$ cat src/rtl/dmi_target.sv
`default_nettype none
// ============================================================================
// Module   : dmi_target
// Purpose  : Minimal RISC-V debug-module DMI target. Accepts one DMI request
//            at a time and decodes it against a small register map: data0/1,
//            dmcontrol, dmstatus and abstractcs. It returns the response after
//            a configurable number of extra wait cycles.
// Ports    : clk, reset (async, active-low)
//            dmi_rst_i                         - synchronous DMI clear
//            dmi_req_i / _valid_i / _ready_o   - {addr[6:0], data[31:0], op[1:0]}
//            dmi_resp_o / _valid_o / _ready_i  - {data[31:0], resp[1:0]}
//            hart_halted_i, hart_resumeack_i   - hart status inputs
//            dmactive_o, ndmreset_o, haltreq_o, resumereq_o - DM control levels
// Revision : 1.0 - initial release
// ============================================================================
module dmi_target #(
   parameter int RespDelay = 0,
   parameter int NumData   = 2
) (
   input  logic        clk,
   input  logic        reset,
   input  logic        dmi_rst_i,
   input  logic [40:0] dmi_req_i,
   input  logic        dmi_req_valid_i,
   output logic        dmi_req_ready_o,
   output logic [33:0] dmi_resp_o,
   output logic        dmi_resp_valid_o,
   input  logic        dmi_resp_ready_i,
   input  logic        hart_halted_i,
   input  logic        hart_resumeack_i,
   output logic        dmactive_o,
   output logic        ndmreset_o,
   output logic        haltreq_o,
   output logic        resumereq_o
);

   typedef enum logic [1:0] {
      ST_IDLE = 2'd0,
      ST_WAIT = 2'd1,
      ST_RESP = 2'd2
   } state_e;

   localparam logic [6:0] c_addr_data0      = 7'h04;
   localparam logic [6:0] c_addr_data1      = 7'h05;
   localparam logic [6:0] c_addr_dmcontrol  = 7'h10;
   localparam logic [6:0] c_addr_dmstatus   = 7'h11;
   localparam logic [6:0] c_addr_abstractcs = 7'h16;

   localparam logic [1:0] c_op_read  = 2'd1;
   localparam logic [1:0] c_op_write = 2'd2;
   localparam logic [1:0] c_op_bad   = 2'd3;

   // The counter is loaded with one less than the delay, so WAIT lasts exactly
   // RespDelay cycles: it leaves on the cycle the counter is already zero.
   localparam logic [3:0] c_delay_m1   = (RespDelay > 0) ? 4'(RespDelay - 1) : 4'd0;
   localparam logic [3:0] c_datacount  = 4'(NumData);
   localparam bit         c_has_data1  = (NumData == 2);

   state_e      state_q, state_d;
   logic [3:0]  cnt_q, cnt_d;
   logic [33:0] resp_q, resp_d;
   logic [31:0] data0_q, data0_d;
   logic [31:0] data1_q, data1_d;
   logic        dmactive_q, dmactive_d;
   logic        ndmreset_q, ndmreset_d;
   logic        haltreq_q, haltreq_d;
   logic        resumereq_q, resumereq_d;
   logic        resumeack_q, resumeack_d;

   logic [6:0]  w_addr;
   logic [31:0] w_wdata;
   logic [1:0]  w_op;
   logic        w_accept;
   logic [31:0] w_rdata;
   logic [31:0] w_dmstatus;
   logic [31:0] w_dmcontrol;
   logic [31:0] w_abstractcs;

   assign w_addr  = dmi_req_i[40:34];
   assign w_wdata = dmi_req_i[33:2];
   assign w_op    = dmi_req_i[1:0];

   // A DMI clear on the same edge takes precedence over acceptance.
   assign w_accept = (state_q == ST_IDLE) && dmi_req_valid_i && !dmi_rst_i;

   assign w_dmstatus   = {14'b0, resumeack_q, resumeack_q, 4'b0,
                          !hart_halted_i, !hart_halted_i, hart_halted_i, hart_halted_i,
                          1'b1, 3'b0, 4'd2};
   // resumereq is a write-only trigger and always reads back as 0.
   assign w_dmcontrol  = {haltreq_q, 1'b0, 28'b0, ndmreset_q, dmactive_q};
   assign w_abstractcs = {3'b0, 5'd0, 11'b0, 1'b0, 1'b0, 3'd0, 4'b0, c_datacount};

   // -------------------------------------------------------------------------
   // Read data mux
   // -------------------------------------------------------------------------
   always_comb begin
      w_rdata = 32'd0;
      case (w_addr)
         c_addr_data0:      w_rdata = data0_q;
         c_addr_data1:      w_rdata = c_has_data1 ? data1_q : 32'd0;
         c_addr_dmcontrol:  w_rdata = w_dmcontrol;
         c_addr_dmstatus:   w_rdata = w_dmstatus;
         c_addr_abstractcs: w_rdata = w_abstractcs;
         default:           w_rdata = 32'd0;
      endcase
   end

   // -------------------------------------------------------------------------
   // Next-state, response capture and register side effects
   // -------------------------------------------------------------------------
   always_comb begin
      state_d     = state_q;
      cnt_d       = cnt_q;
      resp_d      = resp_q;
      data0_d     = data0_q;
      data1_d     = data1_q;
      dmactive_d  = dmactive_q;
      ndmreset_d  = ndmreset_q;
      haltreq_d   = haltreq_q;
      resumereq_d = resumereq_q;
      resumeack_d = resumeack_q;

      case (state_q)
         ST_IDLE: begin
            if (w_accept) begin
               case (w_op)
                  c_op_read: resp_d = {w_rdata, 2'b00};
                  c_op_bad:  resp_d = {32'd0, 2'b10};
                  default:   resp_d = 34'd0;
               endcase
               state_d = (RespDelay > 0) ? ST_WAIT : ST_RESP;
               cnt_d   = c_delay_m1;
            end
         end
         ST_WAIT: begin
            if (cnt_q == 4'd0) begin
               state_d = ST_RESP;
            end else begin
               cnt_d = cnt_q - 4'd1;
            end
         end
         ST_RESP: begin
            if (dmi_resp_ready_i) begin
               state_d = ST_IDLE;
            end
         end
         default: state_d = ST_IDLE;
      endcase

      if (dmi_rst_i) begin
         state_d = ST_IDLE;
         cnt_d   = 4'd0;
      end

      // Hart acknowledge is evaluated first so that a coincident resume
      // write below overrides it.
      if (resumereq_q && hart_resumeack_i) begin
         resumereq_d = 1'b0;
         resumeack_d = 1'b1;
      end

      if (w_accept && (w_op == c_op_write)) begin
         case (w_addr)
            c_addr_dmcontrol: begin
               if (!w_wdata[0]) begin
                  // Deactivation resets the whole debug module state.
                  dmactive_d  = 1'b0;
                  data0_d     = 32'd0;
                  data1_d     = 32'd0;
                  ndmreset_d  = 1'b0;
                  haltreq_d   = 1'b0;
                  resumereq_d = 1'b0;
                  resumeack_d = 1'b0;
               end else if (!dmactive_q) begin
                  // While inactive, only the activation bit is accepted.
                  dmactive_d = 1'b1;
               end else begin
                  ndmreset_d = w_wdata[1];
                  haltreq_d  = w_wdata[31];
                  if (w_wdata[30] && !w_wdata[31]) begin
                     resumereq_d = 1'b1;
                     resumeack_d = 1'b0;
                  end
               end
            end
            c_addr_data0: begin
               if (dmactive_q) begin
                  data0_d = w_wdata;
               end
            end
            c_addr_data1: begin
               if (dmactive_q && c_has_data1) begin
                  data1_d = w_wdata;
               end
            end
            default: ;
         endcase
      end
   end

   always_ff @(posedge clk or negedge reset) begin
      if (!reset) begin
         state_q     <= ST_IDLE;
         cnt_q       <= 4'd0;
         resp_q      <= 34'd0;
         data0_q     <= 32'd0;
         data1_q     <= 32'd0;
         dmactive_q  <= 1'b0;
         ndmreset_q  <= 1'b0;
         haltreq_q   <= 1'b0;
         resumereq_q <= 1'b0;
         resumeack_q <= 1'b0;
      end else begin
         state_q     <= state_d;
         cnt_q       <= cnt_d;
         resp_q      <= resp_d;
         data0_q     <= data0_d;
         data1_q     <= data1_d;
         dmactive_q  <= dmactive_d;
         ndmreset_q  <= ndmreset_d;
         haltreq_q   <= haltreq_d;
         resumereq_q <= resumereq_d;
         resumeack_q <= resumeack_d;
      end
   end

   assign dmi_req_ready_o  = (state_q == ST_IDLE);
   assign dmi_resp_valid_o = (state_q == ST_RESP);
   assign dmi_resp_o       = resp_q;
   assign dmactive_o       = dmactive_q;
   assign ndmreset_o       = ndmreset_q;
   assign haltreq_o        = haltreq_q;
   assign resumereq_o      = resumereq_q;

endmodule
`default_nettype wire

$ cat config.mk
export PLATFORM = sky130hd
export DESIGN_NAME = dmi_target
export DESIGN_NICKNAME = d
export VERILOG_FILES = /design/src/rtl/dmi_target.sv
export SDC_FILE = /design/constraint.sdc
export NUM_CORES = 1
export LEC_CHECK = 0
export ABC_AREA = 1
export CAP_MARGIN = 0
export CORE_MARGIN = 1
export CORE_UTILIZATION = 25
export DETAILED_ROUTE_END_ITERATION = 8
export SYNTH_ARGS = -nofsm -noshare
export SYNTH_HDL_FRONTEND = slang
export SYNTH_SLANG_ARGS = --single-unit
$ cat constraint.sdc
create_clock -name clk -period 2 [get_ports clk]
set_clock_uncertainty 0.15 [all_clocks]
set_input_delay 0.4 -clock clk [delete_from_list [all_inputs] [get_ports clk]]
set_output_delay 0.4 -clock clk [all_outputs]
set_load 0.01 [all_outputs]
==> impl_metrics.csv <==
group,metric,value,unit
pwr,worst_ir_drop_vdd,0.000344,V
clock_network,tritoncts,"built",
floorplan,dieWidth,147,um
layout,n_antenna_cell,0,
critical_path,reg2reg_to,"data1_q[8]",
layout,drive_above_1_share,0.130,
logic_synthesis,synth_fp_nets,758,
sta,slew_viol_final,0,
critical_path,endpoint,"data0_q[4]",
logic_synthesis,ys_warn_count,0,
hold_path,hp-start,"dmi_resp_o[30]",
place,place_hpwl,10.4,mm
pwr,cellPowerDensity,594,mW/mm2
status,status,"finished, final reports clean",
detailed_routing,wl_per_cell,14.8,um
critical_path,worst-path-max-fanout,16,
sta,min_period,1.95,ns
detailed_routing,post-route-drc-count,0,
layout,n_fill_cell,2134,
place,post-place-ws,-0.365,ns
layout,area_delta_synth_final,38.2,%
grt,track_usage,0.150,
floorplan,dieArea,0.0215,mm2
clock_network,clk_pin_slew,0.07,ns
pwr,power_frac_seq,0.486,
logic_synthesis,yosysUniqueCellTypes,26,
pwr,pwr-share-clk,0.427,
detailed_routing,vias,4845,
place,gp_congestion,0.785,
detailed_routing,avgViaCountPerCell,4.40,
logic_synthesis,avgSynthCellArea,7.37,um2
critical_path,cp.arrival,2.05,ns
detailed_routing,wirelength,16.3,mm
critical_path,crit_path_start,"dmi_req_i[35]",
logic_synthesis,synth_ff_type,"dfrtp_1",
critical_path,r2r_start,"state_q[1]",
pwr,intPower,3.24,mW
floorplan,coreArea,0.0204,mm2
grt,grt_max_degree,41,
hold_path,min_path_type,"reg2reg",
logic_synthesis,synth_edf_count,0,
critical_path,cp.required,2.10,ns
detailed_routing,final_antenna_net_count,0,
logic_synthesis,synthTopCellsByCount,"303 x nand2_1, 103 x dfrtp_1, 71 x nor2_1, 62 x o21ai_0, 51 x nand3_1",
critical_path,r2r_cells,11,
grt,grt.overflow.total,0,
grt,grt_pass1_wl,25.2,mm
sta,setup_tns,0,ns
sta,fin_ws,0.0475,ns
logic_synthesis,synth.cell_area,0.00524,mm2
detailed_routing,drt_iter0_drc,365,
floorplan,row_count,52,
floorplan,dieHeight,147,um
floorplan,initial_utilization,0.257,
clock_network,cts_inserted_buffers,9,
logic_synthesis,synthTopCellsByArea,"dfrtp_1 49%, nand2_1 22%, o21ai_0 5.9%, nor2_1 5.1%, nand3_1 4.9%",
layout,final_area,0.00724,mm2
logic_synthesis,syn_inst,710,
clock_network,insertion_delay,0.35,ns
logic_synthesis,synth_top_area_cell,"dfrtp_1",
clock_network,ctsHtreeMaxLevel,3,
pwr,switching_share,0.247,
clock_network,numClockSinks,103,
critical_path,crit_path_start_kind,"input port",
sta,setup_viol,0,
logic_synthesis,async_flop_share,1.00,
pwr,p_sw,1.06,mW
clock_network,clockBufferDepth,2,
layout,layout.nets,875,
place,dpl_cell_area,0.00659,mm2
critical_path,r2r_slack,0.16,ns
run,drv_cap,0,
logic_synthesis,yosysMostFrequentCell,"nand2_1",
critical_path,path_class,"in2reg",
sta,finalCritPeriodShare,0.976,
sta,final-hold-violation-count,0,
floorplan,io_pins,88,
pwr,leakage,3.99,nW
place,io_buffers,86,
sta,fmaxAchievable,512,MHz
grt,antenna_found_initial,0,
clock_network,cts-root-buf,"clkbuf_16",
critical_path,end_kind,"flop",
grt,grt_pass1_vias,4645,
logic_synthesis,synth_seq_area_share,0.492,
logic_synthesis,yosys.area.top_type_share,0.492,
pwr,p_comb_frac,0.087,
detailed_routing,dr.pass1.iters,5,
logic_synthesis,ys_ff_latch,103,
logic make-up after synthesis:
family                 after synthesis  share of synthesized area
AO/OA/AOI/OAI                       75                     0.0801
buffers and inverters               92                     0.0805
flip-flops                         103                      0.492
other                                1                   0.000716
AND/OR/NAND/NOR                    439                      0.346
layout by cell type, fill, tap and decap left out:
master             n
o21a_1             1
a21oi_1            1
dfrtp_2            1
conb_1             1
inv_8              1
clkinv_4           2
o211ai_1           1
nor2_1            69
clkdlybuf4s50_1   80
dlymetal6s2s_1     5
o21ai_0           61
o31ai_1            1
nand2_4            2
nor2_4             8
clkbuf_16         10
dlygate4sd3_1      1
buf_4             40
clkinv_2           1
inv_1             43
o21ai_4            3
inv_6              1
dfrtp_1          102
buf_6              1
o21ai_1            6
nand3_1           51
nor2_8             3
inv_2              8
bufinv_16          1
buf_12            16
nand2_1          300
nor2_2             3
nand2_2            6
clkinvlp_4         1
a21o_1             1
critical path, cell delays in order:
cell and delay [ns]:
clkdlybuf4s50_1 0.43, inv_2 0.09, nand2_2 0.08, nor2_2 0.13
nand2_2 0.13, o21ai_4 0.19, buf_12 0.15, buf_12 0.11
nor2_4 0.04, buf_12 0.16, nand2_1 0.08, nand2_1 0.05
flip-flops by register name (all words and copies together) (netlist names):
| register | count |
|---|---|
| state_q | 1 |
| data0_q | 32 |
| ndmreset_o | 1 |
| resumeack_q | 1 |
| dmactive_o | 1 |
| dmi_resp_o | 33 |
| haltreq_o | 1 |
| resumereq_o | 1 |
| data1_q | 32 |
routing by layer:
layer | part of all wire | vias up | GRT usage
li1 | - | 2429 | -
met1 | 0.48 | 2262 | 0.213
met2 | 0.45 | 138 | 0.227
met3 | 0.055 | 16 | 0.0314
met4 | 0.019 | 0 | 0.0427
met5 | 0 | - | 0
power by group through the flow:
stage	combinational, mW	sequential [mW]	clock, mW
after floorplan	0.110	2.13	0
after global placement	0.357	2.13	0
after detailed placement	0.357	2.13	0
after CTS	0.360	2.09	1.87
after global routing	0.407	2.09	1.96
final	0.373	2.09	1.84
how the worst min path moves through the flow:
stage	slack, ns	cells past startpoint	endpoint
after global routing	0.36	2	dmi_resp_o[20]
final	0.33	2	dmi_resp_o[30]
after CTS	0.34	2	dmi_resp_o[30]
after floorplan	-0.05	0	data0_q[0]
after global placement	0.18	1	dmi_resp_o[25]
after detailed placement	0.19	1	data1_q[22]
stage by stage:
step	power (mW)	utilization	cells	hold WS, ns
after detailed placement	2.49	0.324	1067	0.186
final	4.30	0.355	1102	0.328
after CTS	4.32	0.339	1084	0.335
after global placement	2.49	0.324	1067	0.183
after floorplan	2.24	-	710	-0.0456
after global routing	4.46	0.355	1102	0.356
cell type report:
class                      count  area, um2  share of cell area
sequential                   103       2580               0.356
multi-input combinational    518       2290               0.317
tap                          270        338              0.0467
timing repair buffer         144       1530               0.211
clock buffer                   9        225              0.0311
clock inverter                 7       80.1              0.0111
inverter                      51        191              0.0265
what timing repair did:
| item | in CTS | in global routing |
|---|---|---|
| endpoints found under the hold margin | 21 | 0 |
| setup endpoints to repair | 0 | 69 |
| hold buffers | 1 | 0 |
| setup buffers | 0 | 13 |
| gates resized for setup | 0 | 19 |
No activity file was read; power rests on OpenSTA's default activity.
